File: src/rtl/skew_pkg.sv
// Shared constants, FSM state type and counter sizing for the skew stream sequencer.
package skew_pkg;

  localparam int SKEW_DIM         = 4;
  localparam int SKEW_NUM_DIAG    = 2 * SKEW_DIM - 1;
  localparam int SKEW_FLUSH_BEATS = SKEW_DIM - 1;

  typedef enum logic [1:0] {
    ST_IDLE   = 2'd0,
    ST_STREAM = 2'd1,
    ST_FLUSH  = 2'd2,
    ST_DONE   = 2'd3
  } state_t;

  // Enough bits to hold every terminal count without wrapping.
  function automatic int beat_cnt_width(input int num_diag, input int flush_beats);
    int m;
    m = (num_diag > flush_beats) ? num_diag : flush_beats;
    return (m < 1) ? 1 : $clog2(m + 1);
  endfunction

endpackage

File: src/rtl/skew_capture_bank.sv
// Diagonal word store: parallel load on capture, indexed read by beat counter.
module skew_capture_bank
  import skew_pkg::*;
#(
  parameter int DATA_WIDTH = 32,
  parameter int NUM_DIAG   = SKEW_NUM_DIAG,
  parameter int IDX_WIDTH  = 3
) (
  input  logic                               clk,
  input  logic                               rst,
  input  logic                               load,
  input  logic [NUM_DIAG-1:0][DATA_WIDTH-1:0] din,
  input  logic [IDX_WIDTH-1:0]               idx,
  output logic [DATA_WIDTH-1:0]              rdata
);

  logic [NUM_DIAG-1:0][DATA_WIDTH-1:0] bank;

  always_ff @(posedge clk) begin
    if (rst) begin
      bank <= '0;
    end else if (load) begin
      bank <= din;
    end
  end

  always_comb begin
    rdata = '0;
    if (int'(idx) < NUM_DIAG) begin
      rdata = bank[idx];
    end
  end

endmodule

File: src/rtl/skew_stream_sequencer.sv
// Captures a tile of skewed diagonals and streams them, plus zero flush beats, to the array.
module skew_stream_sequencer
  import skew_pkg::*;
#(
  parameter int DATA_WIDTH  = 32,
  parameter int DIM_SIZE    = SKEW_DIM,
  parameter int NUM_DIAG    = 2 * DIM_SIZE - 1,
  parameter int FLUSH_BEATS = DIM_SIZE - 1
) (
  input  logic                  clk,
  input  logic                  rst,
  input  logic                  start,
  input  logic [DATA_WIDTH-1:0] diag0,
  input  logic [DATA_WIDTH-1:0] diag1,
  input  logic [DATA_WIDTH-1:0] diag2,
  input  logic [DATA_WIDTH-1:0] diag3,
  input  logic [DATA_WIDTH-1:0] diag4,
  input  logic [DATA_WIDTH-1:0] diag5,
  input  logic [DATA_WIDTH-1:0] diag6,
  input  logic                  a_ready,
  output logic                  a_valid,
  output logic [DATA_WIDTH-1:0] a_data,
  output logic                  busy,
  output logic                  done
);

  localparam int CW = beat_cnt_width(NUM_DIAG, FLUSH_BEATS);

  state_t                state, state_n;
  logic [CW-1:0]         beat_cnt, beat_cnt_n;
  logic                  load;
  logic [DATA_WIDTH-1:0] bank_word;

  skew_capture_bank #(
    .DATA_WIDTH(DATA_WIDTH),
    .NUM_DIAG  (NUM_DIAG),
    .IDX_WIDTH (CW)
  ) u_bank (
    .clk  (clk),
    .rst  (rst),
    .load (load),
    .din  ({diag6, diag5, diag4, diag3, diag2, diag1, diag0}),
    .idx  (beat_cnt),
    .rdata(bank_word)
  );

  always_ff @(posedge clk) begin
    if (rst) begin
      state    <= ST_IDLE;
      beat_cnt <= '0;
    end else begin
      state    <= state_n;
      beat_cnt <= beat_cnt_n;
    end
  end

  always_comb begin
    state_n    = state;
    beat_cnt_n = beat_cnt;
    load       = 1'b0;
    case (state)
      ST_IDLE, ST_DONE: begin
        if (start) begin
          load       = 1'b1;
          beat_cnt_n = '0;
          state_n    = ST_STREAM;
        end else begin
          state_n    = ST_IDLE;
        end
      end
      ST_STREAM: begin
        if (a_ready) begin
          if (beat_cnt == CW'(NUM_DIAG - 1)) begin
            beat_cnt_n = '0;
            state_n    = (FLUSH_BEATS == 0) ? ST_DONE : ST_FLUSH;
          end else begin
            beat_cnt_n = beat_cnt + CW'(1);
          end
        end
      end
      ST_FLUSH: begin
        if (a_ready) begin
          if (beat_cnt == CW'(FLUSH_BEATS - 1)) begin
            beat_cnt_n = '0;
            state_n    = ST_DONE;
          end else begin
            beat_cnt_n = beat_cnt + CW'(1);
          end
        end
      end
      default: state_n = ST_IDLE;
    endcase
  end

  always_comb begin
    a_valid = (state == ST_STREAM) || (state == ST_FLUSH);
    busy    = a_valid;
    done    = (state == ST_DONE);
    a_data  = (state == ST_STREAM) ? bank_word : '0;
  end

endmodule
File: config.mk
export PLATFORM = sky130hd
export DESIGN_NAME = skew_stream_sequencer
export DESIGN_NICKNAME = d
export VERILOG_FILES = /design/src/rtl/skew_pkg.sv /design/src/rtl/skew_capture_bank.sv /design/src/rtl/skew_stream_sequencer.sv
export SDC_FILE = /design/constraint.sdc
export NUM_CORES = 1
export LEC_CHECK = 0
export ABC_CLOCK_PERIOD_IN_PS = 3300
export CAP_MARGIN = 0
export CORE_ASPECT_RATIO = 0.5
export CORE_MARGIN = 4
export CORE_UTILIZATION = 35
export CTS_CLUSTER_SIZE = 14
export DETAILED_ROUTE_END_ITERATION = 16
export HOLD_SLACK_MARGIN = 0.06
export PLACE_DENSITY = 0.58
export SETUP_SLACK_MARGIN = 0.4
export SLEW_MARGIN = 20
export SYNTH_ARGS = -nofsm -noshare
export SYNTH_HDL_FRONTEND = slang
export SYNTH_SLANG_ARGS = --single-unit
File: constraint.sdc
create_clock -name clk -period 3.3 [get_ports clk]
set_input_delay 0.825 -clock clk [delete_from_list [all_inputs] [get_ports clk]]
set_output_delay 0.825 -clock clk [all_outputs]
set_load 0.03 [all_outputs]
---- Yosys cells after proc, flatten, opt, wreduce, memory -nomap -nowiden ----
Cells that the tools add are included.
word-level totals
  register bits ........................... 229
  latch bits .............................. 0
  memory bits (writable) .................. 0
  ROM bits ................................ 0
  bits of input ports ..................... 228
  output and inout port bits .............. 35
  logic and storage cells ................. 45
  memories kept ........................... 0
operators by class
  add/subtract/negate cells ............... 1
  $mul .................................... 0
  divide/modulo/power cells ............... 0
  magnitude comparators ................... 2
  equality and inequality tests ........... 10
  shifts and indexed selects .............. 0
  multiplexer cells ....................... 18
  bitwise gates (word level) .............. 0
  reductions and logical operators ........ 5
operator list
  operator                                             number
  binary-select mux 32 bit (select 3 bit)              1
  2-to-1 mux 32 bit                                    3
  2-to-1 mux 3 bit                                     5
  inequality test 2 bit (second input constant)        5
  case mux 3 bit (3 select lines)                      1
  2-to-1 mux 2 bit                                     4
  case mux 2 bit (3 select lines)                      1
  == test 2 bit (second input constant)                2
  < comparator 3 x 4 -> 1 bit (second input constant)  1
  AND reduction 4 bit                                  1
  adder 3 x 1 -> 3 bit (second input constant)         1
  == test 3 x 2 -> 1 bit (second input constant)       1
  == test 3 bit (second input constant)                1
  < comparator 3 bit (second input constant)           1
  2-to-1 mux 1 bit                                     3
  AND reduction 3 bit                                  1
  == test 2 x 1 -> 1 bit (second input constant)       1
  logical NOT 2 bit                                    1
  OR reduction 2 bit                                   1
  logical OR 1 bit                                     1

---- Longest topological paths before layout ----
  depth after elaboration ................. 4
  mapped depth ............................ 8
  gate-level depth less buffers ........... 6

---- Hierarchy ----
Synthesis repeated with hierarchy kept, for this count alone.
second synthesis, totals
  cells, all modules ...................... 1026
  area total of the unflattened synthesis .. 10623.9 um2
by module, submodules not included
  module                 times used  cells an instance  area each (um2)  sequential area each (um2)
  skew_capture_bank      1           946                10024.6          4484.3
  skew_stream_sequencer  1           80                 599.3            100.1

---- Worst setup path before layout ----
OpenSTA, ideal clock, no wires.
  path type ............................... flip-flop to output port
  start ................................... reg beat_cnt[1]
  end ..................................... out a_data[10]
  arrival ................................. 1.721 ns
  data required time ...................... 2.475 ns
  path slack .............................. 0.754 ns
  stages on the path, launching flop included .. 8
  cell sequence ........................... dfxtp_1 buf_6 buf_12 buf_8 mux2i_1 nor2_1 a21oi_1 a211oi_1
on the way
  longest elaborated chain between the ends .. 4
RTL lines
  element                                  line                         text
  start: declaration                       skew_stream_sequencer.sv:30  logic [CW-1:0] beat_cnt, beat_cnt_n;
  start signal: assignment                 skew_stream_sequencer.sv:53  beat_cnt <= beat_cnt_n;
  binary-select mux 32 bit (select 3 bit)  skew_capture_bank.sv:30      rdata = bank[idx];
  2-to-1 mux 32 bit (implied by the code)  skew_capture_bank.sv:30
  2-to-1 mux 32 bit *                      skew_capture_bank.sv:29      if (int'(idx) < NUM_DIAG) begin
  2-to-1 mux 32 bit *                      skew_stream_sequencer.sv:99  a_data = (state == ST_STREAM) ? bank_word : '0;
  end: declaration                         skew_stream_sequencer.sv:22  output logic [DATA_WIDTH-1:0] a_data,
Every way passes the cells marked *; elsewhere a longest branch is shown, timed or not. The select of a mux whose other input is x is not followed.

---- Worst setup path after layout ----
  start ................................... reg beat_cnt[1]
  end ..................................... out a_data[13]
The elaborated chain is that of the path after synthesis.

==> results.txt <==
Max-cap violation count -> 0
Starting density of the core -> 35.50%
Count of final setup violators -> 0
Data required, critical path -> 2.47 ns
Startpoint of the tightest hold check path -> u_bank.bank[69]$_SDFFE_PP0P_
CTS buffer count -> 22
Leakage component of the power -> 5.226 nW
CTS Buffer Depth -> 3
Switching part of the total -> 35.00%
Dpl cell area -> 12650 um^2
Maximum level of the CTS H-tree -> 1
Fraction of power consumed by combinational cells -> 31.9%
Avg Vias per Cell -> 5.047
Wire length of the first global-routing pass -> 52820 um
Number of enable flip-flop cells after synthesis -> 0
CP Data Arrival Time -> 2.28 ns
Worst hold path type -> flip-flop to flip-flop
Critical path endpoint category -> output port
Internal portion of total power -> 5.852 mW
Post-detailed-routing wire length -> 35030 um
Cells traversed along the worst timing path -> buf_8, buf_6, nor2b_4, buf_12, buf_12, buf_16, buf_4, a21oi_2, a211oi_2, buf_4
Least setup slack across all paths after layout -> 0.1989 ns
Sink count of the clock tree -> 229
DRC viols -> 0
Number of synthesis warnings -> 0
Crit Reg-Reg Startpoint -> state[0]$_SDFFE_PP0P_
Length of the first detailed-routing pass in iterations -> 6
Worst Hold Margin -> 0.4516 ns
Cell count after synthesis -> 1237
Share of post-route cells with drive strength above 1 -> 16.89%
Areal power density over the cells -> 619.1 nW/um^2
Final setup skew -> 0.02235 ns
Final-layout setup total negative slack -> 0 ns
Launch point of the critical path -> beat_cnt[1]$_SDFFE_PP0P_
Peak clock frequency supported by timing -> 322.5 MHz
Nets@finish -> 1707
Highest-delay cell along the critical path -> dfxtp_4
Routed WL per cell -> 18.66 um
Cell family contributing the most delay on the critical path -> buffers and inverters
Crit path kind -> flip-flop to output port
Combined global-route utilization of all metal layers -> 21.52%
Area of the placeable core -> 27710 um^2
Initial drt markers -> 578
Highest ir drop seen on vdd -> 409.5 uV
Later-pin clock latency in the skew report -> 0.53 ns
Largest incremental delay on the critical path -> 0.36 ns
Critical Path Fanout Max -> 5
Final Max Tran Viols -> 0
Initial antenna violation count -> 3
Mean area per synthesized cell -> 7.952 um^2
Reported net switching power -> 3.150 mW
Synth Cell Area -> 9837 um^2
Sum of internal, switching and leakage power -> 9.002 mW
Area delta synth->final -> 47.81%
Worst slew margin relative to its limit -> 52.43%
Share of the yosys chip area belonging to registers -> 46.60%
X dimension of the die -> 245.1 um
Actual transition at the worst max-transition pin -> 0.7135 ns
Sort of element at the start of the critical path -> flip-flop
Placer's final routability congestion estimate -> 0.8882
CTS tree -> yes
Clock Root Buffer -> clkbuf_16
Clock period minus final worst setup slack -> 3.101 ns
Synth Net Count -> 1468
Share of synthesized registers carrying an async set or reset -> 0%
Portion of total power attributed to the clock network -> 28.1%
I/O Pins -> 263
Worst-path clk slew -> 0.07 ns
Number of buffers and inverters on the critical path -> 7
Die area -> 31010 um^2
Distinct cell type count after synthesis -> 28
Prevailing post-synth register cell -> dfxtp_1
Run status -> complete, no violations
DIE HEIGHT -> 126.5 um
Standard-cell rows -> 43
Setup repair after global routing missed its margin -> true
Number of buffer cells added on primary ports -> 262
Summed area of non-filler cells in the final layout -> 14540 um^2
Worst slack at placement -> 0.4850 ns
Largest net degree at the start of global routing -> 86
Ratio of final minimum period to clock period -> 93.97%
Remaining global-route overflow -> 0
Synth Register Bits -> 229
Routed vias -> 9473
Final number of hold-violating endpoints -> 0
Count of antenna-violating nets left after detailed routing -> 0
Share of power burned in registers -> 39.9%
Via count of the first global-routing pass -> 9298
Quantity of hold-fixing buffers added after cts -> 0
Detail Placement HPWL -> 23440 um
==> state kept, by name, summed over array words and instances, names as in the netlist <==
register     cells
u_bank.bank    224
beat_cnt         3
state            2
==> worst paths after layout <==
path         slack, ns  depth (start not counted)                            end
max               0.20                         10                     a_data[13]
min               0.45                          2   u_bank.bank[69]$_SDFFE_PP0P_
max reg2reg       1.26                          6  u_bank.bank[220]$_SDFFE_PP0P_
min reg2reg       0.45                          2   u_bank.bank[69]$_SDFFE_PP0P_
==> final cells by class <==
type | count | area, um^2
inverters | 3 | 11.26
repair buffers | 321 | 3550
clock buffers | 33 | 631.9
diodes | 3 | 7.507
multi-input cells | 899 | 5191
clock inverters | 7 | 75.07
fillers | 2574 | 13170
flip-flops and latches | 229 | 4596
well taps | 382 | 478.0
==> cell usage after synthesis, types with 2 or more instances <==
| cell type | n | area [um^2] |
|---|---|---|
| mux4_2 | 32 | 720.7 |
| a211oi_1 | 33 | 247.7 |
| a31oi_1 | 4 | 25.02 |
| buf_1 | 8 | 30.03 |
| mux2i_1 | 33 | 330.3 |
| nand4_1 | 2 | 12.51 |
| dfxtp_1 | 229 | 4584 |
| buf_4 | 2 | 15.01 |
| clkbuf_1 | 47 | 176.4 |
| buf_8 | 3 | 45.04 |
| buf_6 | 4 | 45.04 |
| nand3_1 | 2 | 10.01 |
| a21oi_1 | 258 | 1291 |
| nand2_1 | 455 | 1708 |
| inv_1 | 3 | 11.26 |
| nor2_1 | 68 | 255.2 |
| buf_2 | 41 | 205.2 |
| ha_1 | 3 | 37.54 |
==> per-layer routing <==
metal / share of wire (%) / up-vias / wire length [um] / GRT usage (%)
met5: 0 / - / 0 / 0
met4: 1.8 / 0 / 644 / 4.524
met3: 5.2 / 38 / 1817 / 3.718
met2: 48 / 222 / 16810 / 35.99
met1: 45 / 4600 / 15760 / 29.54
li1: - / 4613 / - / -
==> layout by cell type, fill, tap and decap left out, drive strengths merged, types with 2 or more instances in the layout <==
| cell type | count |
|---|---|
| mux2i | 33 |
| clkinv | 6 |
| clkdlybuf4s50 | 227 |
| mux4 | 32 |
| nor2b | 2 |
| a21oi | 258 |
| dfxtp | 229 |
| diode | 3 |
| inv | 3 |
| nand3 | 2 |
| dlygate4sd2 | 2 |
| nand4 | 2 |
| buf | 90 |
| nand2 | 455 |
| a211oi | 33 |
| clkbuf | 34 |
| nor2 | 68 |
| ha | 3 |
| a31oi | 4 |
==> tightest hold or removal path, delay by kind of cell (launching register included) <==
| family | cells | cell delay [ns] |
|---|---|---|
| AND/OR/NAND/NOR | 1 | 0.05 |
| flip-flops | 1 | 0.31 |
| AO/OA/AOI/OAI | 1 | 0.05 |
==> power groups by stage <==
stage | clock [mW] | combinational, mW | sequential, mW
3_3_place_gp | 0 | 2.53 | 3.61
2_1_floorplan | 0 | 1.72 | 3.52
3_5_place_dp | 0 | 2.57 | 3.63
5_1_grt | 2.68 | 3.15 | 3.65
6_report | 2.53 | 2.88 | 3.59
4_1_cts | 2.57 | 2.79 | 3.57
==> metrics by stage <==
| step | util, % | std cells |
|---|---|---|
| 2_1_floorplan | - | 1237 |
| 6_report | 52.48 | 1877 |
| 5_1_grt | 52.48 | 1877 |
| 3_3_place_gp | 45.67 | 1793 |
| 4_1_cts | 51.38 | 1862 |
| 3_5_place_dp | 45.67 | 1793 |
==> logic make-up (layout without fill, tap and decap cells) <==
group,Yosys count,count (layout),synth area share (%)
DFF,229,229,46.60
AOI/OAI and AO/OA,298,298,16.10
buffers and inverters,109,364,5.571
adders and majority gates,3,3,0.3816
and+or+nand+nor,533,533,20.66
other,0,3,0
muxes,65,65,10.68
==> repair_timing <==
item,CTS,global route
endpoints found under the setup margin,34,32
setup buffers,21,12
pin swaps,34,21
cloned,8,0
resized for setup,108,40
No activity file was read; power rests on OpenSTA's default activity.
==> variant 1 (config.mk and constraints unchanged) <==
`DATA_WIDTH` is set to 32 in 2 places; all go to 40.
--- a/src/rtl/skew_capture_bank.sv
+++ b/src/rtl/skew_capture_bank.sv
@@ -4,3 +4,3 @@
 #(
-  parameter int DATA_WIDTH = 32,
+  parameter int DATA_WIDTH = 40,
   parameter int NUM_DIAG   = SKEW_NUM_DIAG,
--- a/src/rtl/skew_stream_sequencer.sv
+++ b/src/rtl/skew_stream_sequencer.sv
@@ -4,3 +4,3 @@
 #(
-  parameter int DATA_WIDTH  = 32,
+  parameter int DATA_WIDTH  = 40,
   parameter int DIM_SIZE    = SKEW_DIM,
Ports: changed (8 resized); port bits go from 263 to 327. No check against the original RTL was run, so the function may have changed too.
==> variant 1 against the original RTL <==
Critical path depth down 3; sequential power rose by 31%; core utilization decreased by 1.6 points; synthesized area grew 26%; total power rose by 27%; sequential cell count up 56; hold slack improved by 0.90 ps; setup slack gained 26 ps; cell area increased by 21%; wire length is 35% higher; largest power group unchanged.
==> variant 1: results (changes against the original RTL) <==
Clock root buffer - clkbuf_16
Drt total wl - 47,370 µm (+35%)
Port Buf Inserts - 326 (+24%)
Syn_nets - 1,826 (+24%)
Share of layout cells above drive strength 1 - 12.83% (-4.1 points)
CP max stage cell - mux4_2
Placed Cells - 2,235 (+25%)
Status - finished, final reports clean
Int Pwr - 7.375 mW (+26%)
Worst-skew pair later-pin latency - 550 ps (+20 ps)
Final nets - 2,113 (+24%)
IR drop worst, VDD - 0.3018 mV (-26%)
Post-synthesis mux area share - 10.83% (+0.14 points)
Initial DRC Count - 1,064 (+84%)
Cell variety after synth - 30 (+7.1%)
Cts bufs inserted - 28 (+27%)
Area contributors post-synth - dfxtp_1 46%, nand2_1 17%, a21oi_1 11%
GPL Wtd Cong - 0.9476 (+6.7%)
First-pass GRT wire length - 68,420 µm (+30%)
Adder-cell share of the synthesized area - 0.3035% (-0.078 points)
Post-Synth XOR/XNOR Area - 0% (unchanged)
Number of global-route vias before repair - 10,979 (+18%)
Dpl ws - 240.8 ps (-244.2 ps)
CP max FO - 6 (+1)
Avg WL per Cell - 20.33 µm (+8.9%)
Largest registers - u_bank.bank (280), beat_cnt (3), state (2)
Commonest cells post-synth - 562 x nand2_1, 285 x dfxtp_1, 282 x a21oi_1
Synth Area in Compound Gates - 15.72% (-0.38 points)
Initial antenna violation count - 9 (+6)
Total GRT Usage - 23.08% (+1.6 points)
Seq/Total Area, Yosys - 46.14% (-0.47 points)
Least-Margin Pin Slew - 890.2 ps (+176.6 ps)
CTS max path bufs - 3 (unchanged)
Mapped Cells - 1,539 (+24%)
Arrival @ worst endpoint - 2250 ps (-30 ps)
Max stage delay on crit path - 580 ps (+220 ps)
Clock Skews - 10.79 ps (-11.56 ps)
Hold WC Path Type - reg2reg
YS warnings - 0 (unchanged)
Register clock-pin slew on the reported worst setup and hold paths - 70 ps (about the same)
Post-DP HPWL - 33,020 µm (+41%)
Largest net degree at the start of global routing - 122 (+42%)
Hold buffers post-CTS - 0 (unchanged)
Vias per cell - 5.048 (about the same)
Pre-antenna DRT Iters - 5 (-1)
Leakage Power - 6.360 nW (+22%)
## variant 1: logic make-up after synthesis
logic type               count (synthesis)
AO/OA/AOI/OAI                          333
AND/OR/NAND/NOR                        656
buffers and inverters                  179
adder cells (fa/ha/maj)                  3
multiplexers                            83
flip-flops                             285
## variant 1: layout make-up
cell class / count / area (µm²)
diodes: 8 / 20.02
clock buffers: 44 / 822.0
clock inverters: 7 / 35.03
fillers: 3358 / 17030
inverters: 46 / 172.7
multi-input cells: 1075 / 6091
flip-flops and latches: 285 / 5717
well taps: 475 / 594.3
repair buffers: 390 / 4170
## variant 1: through the flow
stage	utilization (%)	instance area [µm²]
final	50.85	17620
after global routing	50.85	17620
after CTS	49.96	17310
after detailed placement	46.56	16130
after global placement	46.56	16130
after floorplan	-	12370
## variant 1: timing repair
item                                    in CTS  in global routing
pin swaps                                    7                  7
endpoints found under the setup margin      42                 40
gates cloned                                 2                  5
gates resized for setup                    181                 89
setup buffers                               19                 10
## variant 1: metal layers
metal	track usage [%]	wire [µm]	vias to the layer above
met5	0	13	-
met4	6.199	1076	2
met1	33.34	21270	5619
li1	-	-	5712
met3	6.276	4097	60
met2	33.99	20900	368
## variant 1: worst max-delay path, delay by kind of cell (launching register included)
kind	cells	cell delay (ps)
buffers and inverters	4	530
DFF	1	390
muxes	1	580
and+or+nand+nor	2	200
## variant 1: power groups by stage
stage | logic (mW) | registers (mW) | clock network (mW)
2_1_floorplan | 2.31 | 4.54 | 0
3_3_place_gp | 3.49 | 4.79 | 0
3_5_place_dp | 3.52 | 4.77 | 0
4_1_cts | 3.58 | 4.70 | 3.13
5_1_grt | 4.01 | 4.79 | 3.28
6_report | 3.63 | 4.72 | 3.08
## variant 1: final timing paths
path,slack (ps),cells after the start,start,to
max,220,7,beat_cnt[1],a_data[10]
max reg2reg,1050,5,beat_cnt[2],state[0]
min reg2reg,450,2,u_bank.bank[60],u_bank.bank[60]
min,450,2,u_bank.bank[60],u_bank.bank[60]
==> variant 2 (config.mk and constraints unchanged) <==
Made on the original files. Make the reset (`rst`) asynchronous in 2 clocked blocks.
--- a/src/rtl/skew_capture_bank.sv
+++ b/src/rtl/skew_capture_bank.sv
@@ -18,3 +18,3 @@
 
-  always_ff @(posedge clk) begin
+  always_ff @(posedge clk or posedge rst) begin
     if (rst) begin
--- a/src/rtl/skew_stream_sequencer.sv
+++ b/src/rtl/skew_stream_sequencer.sv
@@ -46,3 +46,3 @@
 
-  always_ff @(posedge clk) begin
+  always_ff @(posedge clk or posedge rst) begin
     if (rst) begin
Behaviour: differs if rst is asserted again (counterexample within 4 cycles, from zero or initial values and one cycle with rst high); with rst held inactive, the same outputs for 4 cycles.
==> variant 2 against the original RTL <==
Synthesized area increased by 8.0%; wire length fell by 9.9%; sequential cell count did not move; setup slack worse by 31 ps; cell area is 3.8% higher.
Power is not compared: it rests on default switching activity, and its combinational part moved more than twofold at a synthesized area within 25%.
==> variant 2: results (changes against the original RTL) <==
Max stage delay on crit path - 580 ps (+220 ps)
Delay-heaviest family, CP - flip-flops
Critical hold path startpoint - u_bank.bank[79]
Cell variety after synth - 33 (+18%)
Status - finished, final reports clean
F_max - 0.3193 GHz (-0.98%)
Clk_buf instances - 36 (+9.1%)
Final nets - 1,254 (-27%)
Initial DRC Count - 322 (-44%)
Area of the multi-input gates - 4692 µm² (-9.6%)
Seq/Total Area, Yosys - 53.95% (+7.3 points)
R2r startpoint - state[0]
Worst r2r path cells - 5 (-1)
Post-CTS Setup Repair Bufs - 24 (+14%)
End of the critical path - a_data[4]
Commonest cells post-synth - 229 x dfrtp_1, 115 x mux2_2, 109 x mux2_1
Sequential cell area share - 38.04% (+6.4 points)
CP max stage cell - dfrtp_4
Mapped Cells - 734 (-41%)
Syn_nets - 965 (-34%)
Num sequential - 229 (unchanged)
Largest net degree at the start of global routing - 61 (-29%)
Count leader, synth - dfrtp_1
Clock-cell share - 4.833% (-0.029 points)
Area after DPL - 13,660 µm² (+8.0%)
Least-Margin Pin Slew - 656.6 ps (-56.93 ps)
Hold EP - u_bank.bank[79]
Hold Path Depth - 1 (-1)
Share of layout cells above drive strength 1 - 32.15% (+15 points)
CP max FO - 8 (+3)
Post-cts sizing count - 64 (-41%)
Final hold slack - 487.9 ps (+36.31 ps)
Post-DP HPWL - 23,510 µm (+0.32%)
Dpl ws - 374.0 ps (-111.0 ps)
Worst reg2reg setup slack - 1230 ps (-30 ps)
GPL Wtd Cong - 0.8468 (-4.7%)
Worst reg2reg endpoint - u_bank.bank[7]
# fillers - 2,526 (-1.9%)
Critical path origin - beat_cnt[0]
Arrival @ worst endpoint - 2310 ps (+30 ps)
## variant 2: cell types whose count changed after synthesis, sizes merged, moves of 44 or more
cell    delta
dfxtp    -229
dfrtp    +229
mux2     +225
nand2    -451
clkbuf    -44
a21oi    -224
## variant 2: power by group through the flow
stage          Combinational, mW  Sequential (mW)  Clock [mW]
6_report                    6.86             5.13        2.55
5_1_grt                     7.36             5.29        2.74
4_1_cts                     6.76             5.10        2.63
3_5_place_dp                6.05             5.22           0
3_3_place_gp                5.95             5.17           0
2_1_floorplan               4.54             4.78           0
## variant 2: cells by family after synthesis
family / synth area share, %
mux: 33.82
flops: 53.95
simple gates: 2.827
compound gates: 4.700
buf+inv: 4.358
fa+ha+maj: 0.3534
## variant 2: per-layer routing
layer | GRT usage, % | up-vias | part of all wire [%]
li1 | - | 3236 | -
met1 | 26.74 | 3636 | 47
met2 | 30.39 | 118 | 48
met3 | 2.982 | 36 | 3.3
met4 | 4.047 | 0 | 2.0
met5 | 0 | - | 0
